--- src/rtl/rep_decoder_seq.sv ---
// ============================================================================
// rep_decoder_seq : multi-cycle repetition-code decoder, BPC groups per clock
// Revision: 1.0
// ============================================================================
`default_nettype none

module rep_decoder_seq #(
  parameter int MAXBITS = 8,
  parameter int REP     = 3,
  parameter int BPC     = 2,
  localparam int SW     = $clog2(MAXBITS + 1)
) (
  input  logic                   clk,
  input  logic                   rst,
  input  logic                   start,
  input  logic [SW-1:0]          size,
  input  logic [MAXBITS*REP-1:0] rstring,
  output logic                   busy,
  output logic [MAXBITS-1:0]     dstring,
  output logic                   done,
  output logic [SW-1:0]          corr_cnt,
  output logic                   uncorr
);

  localparam int IW = $clog2(MAXBITS + BPC + 1);
  localparam int CW = $clog2(REP + 1);

  localparam logic [1:0] S_IDLE   = 2'd0;
  localparam logic [1:0] S_DECODE = 2'd1;
  localparam logic [1:0] S_DONE   = 2'd2;

  localparam logic [SW-1:0] SIZE_MAX = SW'(MAXBITS);
  localparam logic [SW-1:0] ONE      = SW'(1);
  localparam logic [IW-1:0] STEP     = IW'(BPC);
  localparam logic [CW:0]   REP_W    = (CW + 1)'(REP);

  logic [1:0]             state;
  logic [1:0]             state_nxt;
  logic [IW-1:0]          idx;
  logic [IW-1:0]          idx_end;
  logic [IW-1:0]          size_ext;
  logic [SW-1:0]          size_q;
  logic [SW-1:0]          size_clamped;
  logic [MAXBITS*REP-1:0] rstr_q;
  logic [MAXBITS-1:0]     grp_bit;
  logic [MAXBITS-1:0]     grp_tie;
  logic [MAXBITS-1:0]     grp_corr;
  logic [MAXBITS-1:0]     grp_hit;
  logic [MAXBITS-1:0]     dstring_nxt;
  logic [SW-1:0]          corr_nxt;
  logic                   uncorr_nxt;
  logic                   accept;
  logic                   last_step;

  assign size_clamped = (size > SIZE_MAX) ? SIZE_MAX : size;
  assign accept       = start && (state != S_DECODE);
  assign size_ext     = IW'(size_q);
  assign idx_end      = idx + STEP;
  assign last_step    = (idx_end >= size_ext);

  // Every group votes in parallel; grp_hit picks the ones owned by this step.
  for (genvar i = 0; i < MAXBITS; i++) begin : g_grp
    logic [REP-1:0] copies;
    logic [CW-1:0]  ones;

    assign copies = rstr_q[i*REP +: REP];

    always_comb begin
      ones = '0;
      for (int k = 0; k < REP; k++) begin
        ones = ones + CW'(copies[k]);
      end
    end

    assign grp_bit[i]     = ({ones, 1'b0} > REP_W);
    assign grp_tie[i]     = ({ones, 1'b0} == REP_W);
    assign grp_corr[i]    = (ones != '0) && ({1'b0, ones} != REP_W) && !grp_tie[i];
    assign grp_hit[i]     = (IW'(i) >= idx) && (IW'(i) < idx_end) && (IW'(i) < size_ext);
    assign dstring_nxt[i] = grp_hit[i] ? grp_bit[i] : dstring[i];
  end

  always_comb begin
    corr_nxt   = corr_cnt;
    uncorr_nxt = uncorr | (|(grp_hit & grp_tie));
    for (int i = 0; i < MAXBITS; i++) begin
      if (grp_hit[i] && grp_corr[i]) begin
        corr_nxt = corr_nxt + ONE;
      end
    end
  end

  always_ff @(posedge clk or negedge rst) begin
    if (!rst) begin
      state <= S_IDLE;
    end else begin
      state <= state_nxt;
    end
  end

  always_comb begin
    state_nxt = state;
    case (state)
      S_IDLE, S_DONE: begin
        if (start) begin
          state_nxt = (size_clamped == '0) ? S_DONE : S_DECODE;
        end else begin
          state_nxt = S_IDLE;
        end
      end
      S_DECODE: state_nxt = last_step ? S_DONE : S_DECODE;
      default:  state_nxt = S_IDLE;
    endcase
  end

  always_comb begin
    busy = (state == S_DECODE);
    done = (state == S_DONE);
  end

  always_ff @(posedge clk or negedge rst) begin
    if (!rst) begin
      idx      <= '0;
      size_q   <= '0;
      rstr_q   <= '0;
      dstring  <= '0;
      corr_cnt <= '0;
      uncorr   <= 1'b0;
    end else if (accept) begin
      idx      <= '0;
      size_q   <= size_clamped;
      rstr_q   <= rstring;
      dstring  <= '0;
      corr_cnt <= '0;
      uncorr   <= 1'b0;
    end else if (state == S_DECODE) begin
      idx      <= idx_end;
      dstring  <= dstring_nxt;
      corr_cnt <= corr_nxt;
      uncorr   <= uncorr_nxt;
    end
  end

endmodule

`default_nettype wire

--- config.mk ---
export PLATFORM = sky130hd
export DESIGN_NAME = rep_decoder_seq
export DESIGN_NICKNAME = d
export VERILOG_FILES = /design/src/rtl/rep_decoder_seq.sv
export SDC_FILE = /design/constraint.sdc
export NUM_CORES = 1
export LEC_CHECK = 0
export ABC_AREA = 1
export BUFFER_PORTS_ARGS = -buffer_cell sky130_fd_sc_hd__buf_2
export CORE_MARGIN = 2
export CORE_UTILIZATION = 58
export CTS_CLUSTER_DIAMETER = 40
export DETAILED_ROUTE_END_ITERATION = 12
export PLACE_DENSITY = 0.8
export SYNTH_ARGS = -nofsm -noshare
export SYNTH_HDL_FRONTEND = slang
export SYNTH_SLANG_ARGS = --single-unit
--- constraint.sdc ---
create_clock -name clk -period 7.01 [get_ports clk]
set_input_delay 1.402 -clock clk [delete_from_list [all_inputs] [get_ports clk]]
set_output_delay 1.402 -clock clk [all_outputs]
set_load 0.02 [all_outputs]
# Yosys cells after proc, flatten, opt, wreduce, memory -nomap -nowiden
# Cells that the tools add are included.
[totals]
regBits = 46
in_bits = 31
output_inout_bits = 15
[op_classes]
addsub = 25
order_cmp = 34
eq_ne = 11
n_mux = 27
n_reduce_logical = 61
[ops]
columns = ["op", "count"]
rows = [
  ["$mux 4", 13],
  ["$reduce_bool 2->1", 17],
  ["$logic_and 1x1->1", 33],
  ["$add 4x1->4 const B", 8],
  ["$lt 3x4->1 const A", 8],
  ["$gt 3x2->1 const B", 8],
  ["$add 1x1->2", 8],
  ["$add 2x1->2", 8],
  ["$ge 3x4->1 const A", 4],
  ["$lt 1x4->1 const A", 4],
  ["$lt 2x4->1 const A", 4],
  ["$mux 8", 2],
  ["$ne 2x2->1 const B", 8],
  ["$reduce_and 2->1", 8],
  ["$ge 1x4->1 const A", 2],
  ["$ge 2x4->1 const A", 2],
  ["$mux 1", 8],
  ["$mux 2", 3],
  ["$add 4x2->4 const B", 1],
  ["$ge 4x4->1", 1],
  ["$gt 4x4->1 const B", 1],
  ["$logic_not 4->1", 1],
  ["$pmux 2 s2", 1],
  ["$eq 2x1->1 const B", 1],
  ["other kinds (4)", 4],
]

# Longest topological paths before layout
[depth]
depth_word = 22
depth_mapped = 35
depth_no_buf = 35

# Least setup slack after synthesis
# OpenSTA, ideal clock, no wires.
[synth_timing]
path_kind = "register to register"
from = "reg rstr_q[0]"
to = "reg corr_cnt[1]"
arrival_time_ns = 4.158
required_ns = 6.881
setup_slack_ns = 2.723
stages_incl_launch_ff = 33
n_path_buf = 0
cell_sequence = "dfrtp_1 inv_1 fa_1 inv_1 nand2_1 nand2_1 nand3_4 nand2_2 nand2_1 inv_1 ha_1 or2_1 nand2_1 nand3_1 nand2_1 nand2_1 nand2_1 ha_1 nand2_1 nand2_1 inv_1 nand2_1 nand3_1 nand2_2 ha_1 or2_2 nand3_1 nand2_1 nand2_1 nand2_1 ha_1 o21ai_0 o22ai_1"
[synth_between]
elab_chain_len = 22
elab_cells_between_ends = 23
classes_between = "add/sub: 9; eq/ne: 1; mux: 10; reduce/logical: 3"
[synth_lines]
columns = ["item", "line_no", "rtl"]
rows = [
  ["from (decl)", "44", "logic [MAXBITS*REP-1:0] rstr_q;"],
  ["from (signal assigned)", "131", "rstr_q <= rstring;"],
  ["$add 1x1->2 *", "71", "ones = ones + CW'(copies[k]);"],
  ["$add 2x1->2 *", "71", ""],
  ["$ne 2x2->1 / $reduce_bool 2->1 (equally long branches)", "77", "assign grp_corr[i] = (ones != '0) && ({1'b0, ones} != REP_W) && !grp_tie[i];"],
  ["$logic_and 1x1->1 *", "77", ""],
  ["$logic_and 1x1->1 *", "86", "if (grp_hit[i] && grp_corr[i]) begin"],
  ["$mux 4 *", "86", ""],
  ["$add 4x1->4", "87", "corr_nxt = corr_nxt + ONE;"],
  ["$mux 4 *", "86", ""],
  ["(+6 left out)", "--", ""],
  ["$add 4x1->4", "87", ""],
  ["$mux 4 *", "86", ""],
  ["$add 4x1->4", "87", ""],
  ["$mux 4 *", "86", ""],
  ["$add 4x1->4", "87", ""],
  ["$mux 4 *", "86", ""],
  ["$mux 4 *", "135", "end else if (state == S_DECODE) begin"],
  ["$mux 4 *", "128", "end else if (accept) begin"],
  ["to (signal assigned)", "138", "corr_cnt <= corr_nxt;"],
  ["to (decl)", "21", "output logic [SW-1:0] corr_cnt,"],
]
# Mark *: on every way between the ends. The rest lies on a longest branch, timed or not. The select of a mux whose other input is x is not followed.
# A chain may end at the register's enable or synchronous reset.

# Worst setup path after layout
[layout_timing]
from = "reg rstr_q[1]"
to = "reg corr_cnt[1]"
# Same word-level chain as after synthesis.

==> results.json <==
{
  "cts-root-buf": "clkbuf_8",
  "routed_wl_mm": 6.908,
  "layout-drive-gt1-share_pct": 18.80,
  "fin_skew_ns": 0.003954,
  "clkLatencyLatePin_ns": 0.29,
  "setup_tns_ns": 0,
  "grt.total_usage_pct": 24.52,
  "drc": 0,
  "drv_cap": 0,
  "vias": 2941,
  "cts_sinks": 45,
  "antenna_left": 0,
  "synthTopCellsByArea": "dfrtp_1 34%, nand2_1 15%, inv_1 8.1%, nand3_1 6.7%, o21ai_0 6.2%",
  "cts-resized-gates": 0,
  "cp-startpoint": "rstr_q[1]$_DFFE_PN0P_",
  "ys_warn_count": 0,
  "syn_to_final_growth_pct": 11.66,
  "hpwl_mm": 5.504,
  "start_util_pct": 59.83,
  "cp_max_fo": 6,
  "tightestPinTransition_ns": 0.9758,
  "cts_buffers": 5,
  "yosysUniqueCellTypes": 36,
  "syn_avg_cell_area_um2": 7.272,
  "hold_path_startpoint": "state[0]$_DFF_PN0_",
  "finalCriticalPeriod_ns": 4.602,
  "seqCellArea_um2": 1126,
  "fillCellCount": 485,
  "ctsHtreeMaxLevel": 2,
  "die-area_um2": 6299,
  "synth_fp_nets": 505,
  "slowest_delay_ns": 0.43,
  "synthesis.area_um2": 3294,
  "yosys.area.top_type": "dfrtp_1",
  "grt_pass1_wl_mm": 12.37,
  "start_kind": "flop",
  "die_x_um": 79.37,
  "ctsHoldBuffers": 0,
  "multi_input_area_um2": 1836,
  "criticalPathCategory": "flop to flop",
  "endpoint_kind": "flop",
  "post-cts-setup-buffer-count": 0,
  "dpl_cell_area_um2": 3592,
  "fin_nets": 551,
  "hold_path_depth": 1,
  "clock_path_buffers": 2,
  "design.core.area_um2": 5507,
  "diodes": 0,
  "die_h_um": 79.37,
  "drt_iter0_drc": 123,
  "period_share_pct": 65.66,
  "place.gp.congestion": 0.8925,
  "cp.arrival_ns": 4.78,
  "numPortBuffers": 44,
  "overflow": 0,
  "std_cell_rows": 27,
  "avgViaCountPerCell": 5.142,
  "rsz0062_at_grt": "false",
  "ys_ff_latch": 45,
  "io_pins": 46,
  "seq_area_frac_synth_pct": 34.18,
  "hold_viol_final": 0,
  "syn_inst": 453,
  "slew_headroom_pct": 34.95,
  "clk_pin_slew_ns": 0.08,
  "critical_path_required_ns": 7.19,
  "critPathSlowestCell": "fa_1",
  "cts_tree": "built",
  "synth_top_area_share_pct": 34.18,
  "grt_pass1_vias": 2950,
  "cp_common_cell": "nand2_1",
  "dr.pass1.iters": 4,
  "fmax_mhz": 217.3,
  "outcome": "completed",
  "grt_antenna_before_repair": 0,
  "routedWlPerCell_um": 12.08,
  "setup_viol_count_final": 0,
  "grt_max_degree": 53,
  "fin_area_um2": 3679,
  "rr_startpoint": "rstr_q[1]$_DFFE_PN0P_",
  "slew_viol_final": 0,
  "ff2ff_path_depth": 31,
  "hp-class": "flop to flop"
}
## final cells by class
| class | count | area share (%) |
|---|---|---|
| clock inverter | 3 | 0.4762 |
| inverter | 81 | 8.299 |
| timing repair buffer | 46 | 6.395 |
| sequential | 45 | 30.61 |
| clock buffer | 5 | 1.871 |
| multi-input combinational | 320 | 49.90 |
| tap | 72 | 2.449 |
## cell usage after synthesis (all sizes together)
| cell | n |
|---|---|
| buf | 1 |
| nor2 | 24 |
| xor2 | 7 |
| a21oi | 4 |
| clkinv | 4 |
| nor4 | 1 |
| nand2 | 143 |
| inv | 77 |
| fa | 8 |
| o21ai | 42 |
| o22ai | 4 |
| dfrtp | 45 |
| nand4 | 7 |
| nand3b | 2 |
| clkbuf | 6 |
| nor3 | 2 |
| nand3 | 53 |
| o32ai | 2 |
| a32o | 1 |
| and3 | 2 |
| conb | 1 |
| ha | 13 |
| or2 | 4 |
## cell usage in the layout, fill, tap and decap left out, drive strengths merged
cell type,n
clkbuf,5
nand3,53
clkinv,6
inv,77
nand3b,2
clkinvlp,1
a21oi,4
and3,2
ha,13
nand2,143
nor4,1
nand4,7
o22ai,4
xor2,7
buf,46
nor3,2
o32ai,2
dfrtp,45
fa,8
a32o,1
nor2,24
o21ai,42
or2,4
conb,1
## through the flow
step                cells  hold WS, ns  util [%]  setup WS (ns)
floorplan             453       0.4697         -          2.723
global placement      564       0.4881     65.24          2.587
detailed placement    564       0.4962     65.24          2.449
CTS                   572       0.5067     66.80          2.427
global route          572       0.5530     66.80          1.895
finish                572       0.5143     66.80          2.408
## final timing paths
kind	end	slack, ns
hold reg to reg	state[0]$_DFF_PN0_	0.51
max in group asynchronous	state[1]$_DFF_PN0_	5.15
min in group asynchronous	rstr_q[18]$_DFFE_PN0P_	1.26
setup / recovery	corr_cnt[1]$_DFFE_PN0P_	2.41
setup reg to reg	corr_cnt[1]$_DFFE_PN0P_	2.41
hold / removal	state[0]$_DFF_PN0_	0.51
## layer usage
metal / up-vias / wire [µm] / GRT usage, %
met5: - / 0 / 0
met4: 0 / 36 / 6.552
met3: 4 / 335 / 4.318
met2: 65 / 3472 / 44.58
met1: 1351 / 3063 / 29.87
li1: 1521 / - / -
## critical path: cells and delay by family (launching register included)
| kind | cells | cell delay [ns] |
|---|---|---|
| AO/OA/AOI/OAI | 2 | 0.25 |
| AND/OR/NAND/NOR | 20 | 2.07 |
| adder cells (fa/ha/maj) | 5 | 1.53 |
| buffers and inverters | 4 | 0.24 |
| flip-flops | 1 | 0.37 |
## flip-flops by register name, indices dropped and copies added (netlist names)
name	count
rstr_q	24
dstring	8
corr_cnt	4
size_ext	4
idx	3
state	2
## cell families after synthesis
group,share of synthesized area [%]
simple gates,35.17
compound gates,8.697
other cells,0.1138
xor+xnor,1.861
flops,34.18
buf+inv,10.18
fa+ha+maj,9.799
Power is not shown: default switching activity piles up to over one toggle a cycle in this logic, so the estimate is an artifact.
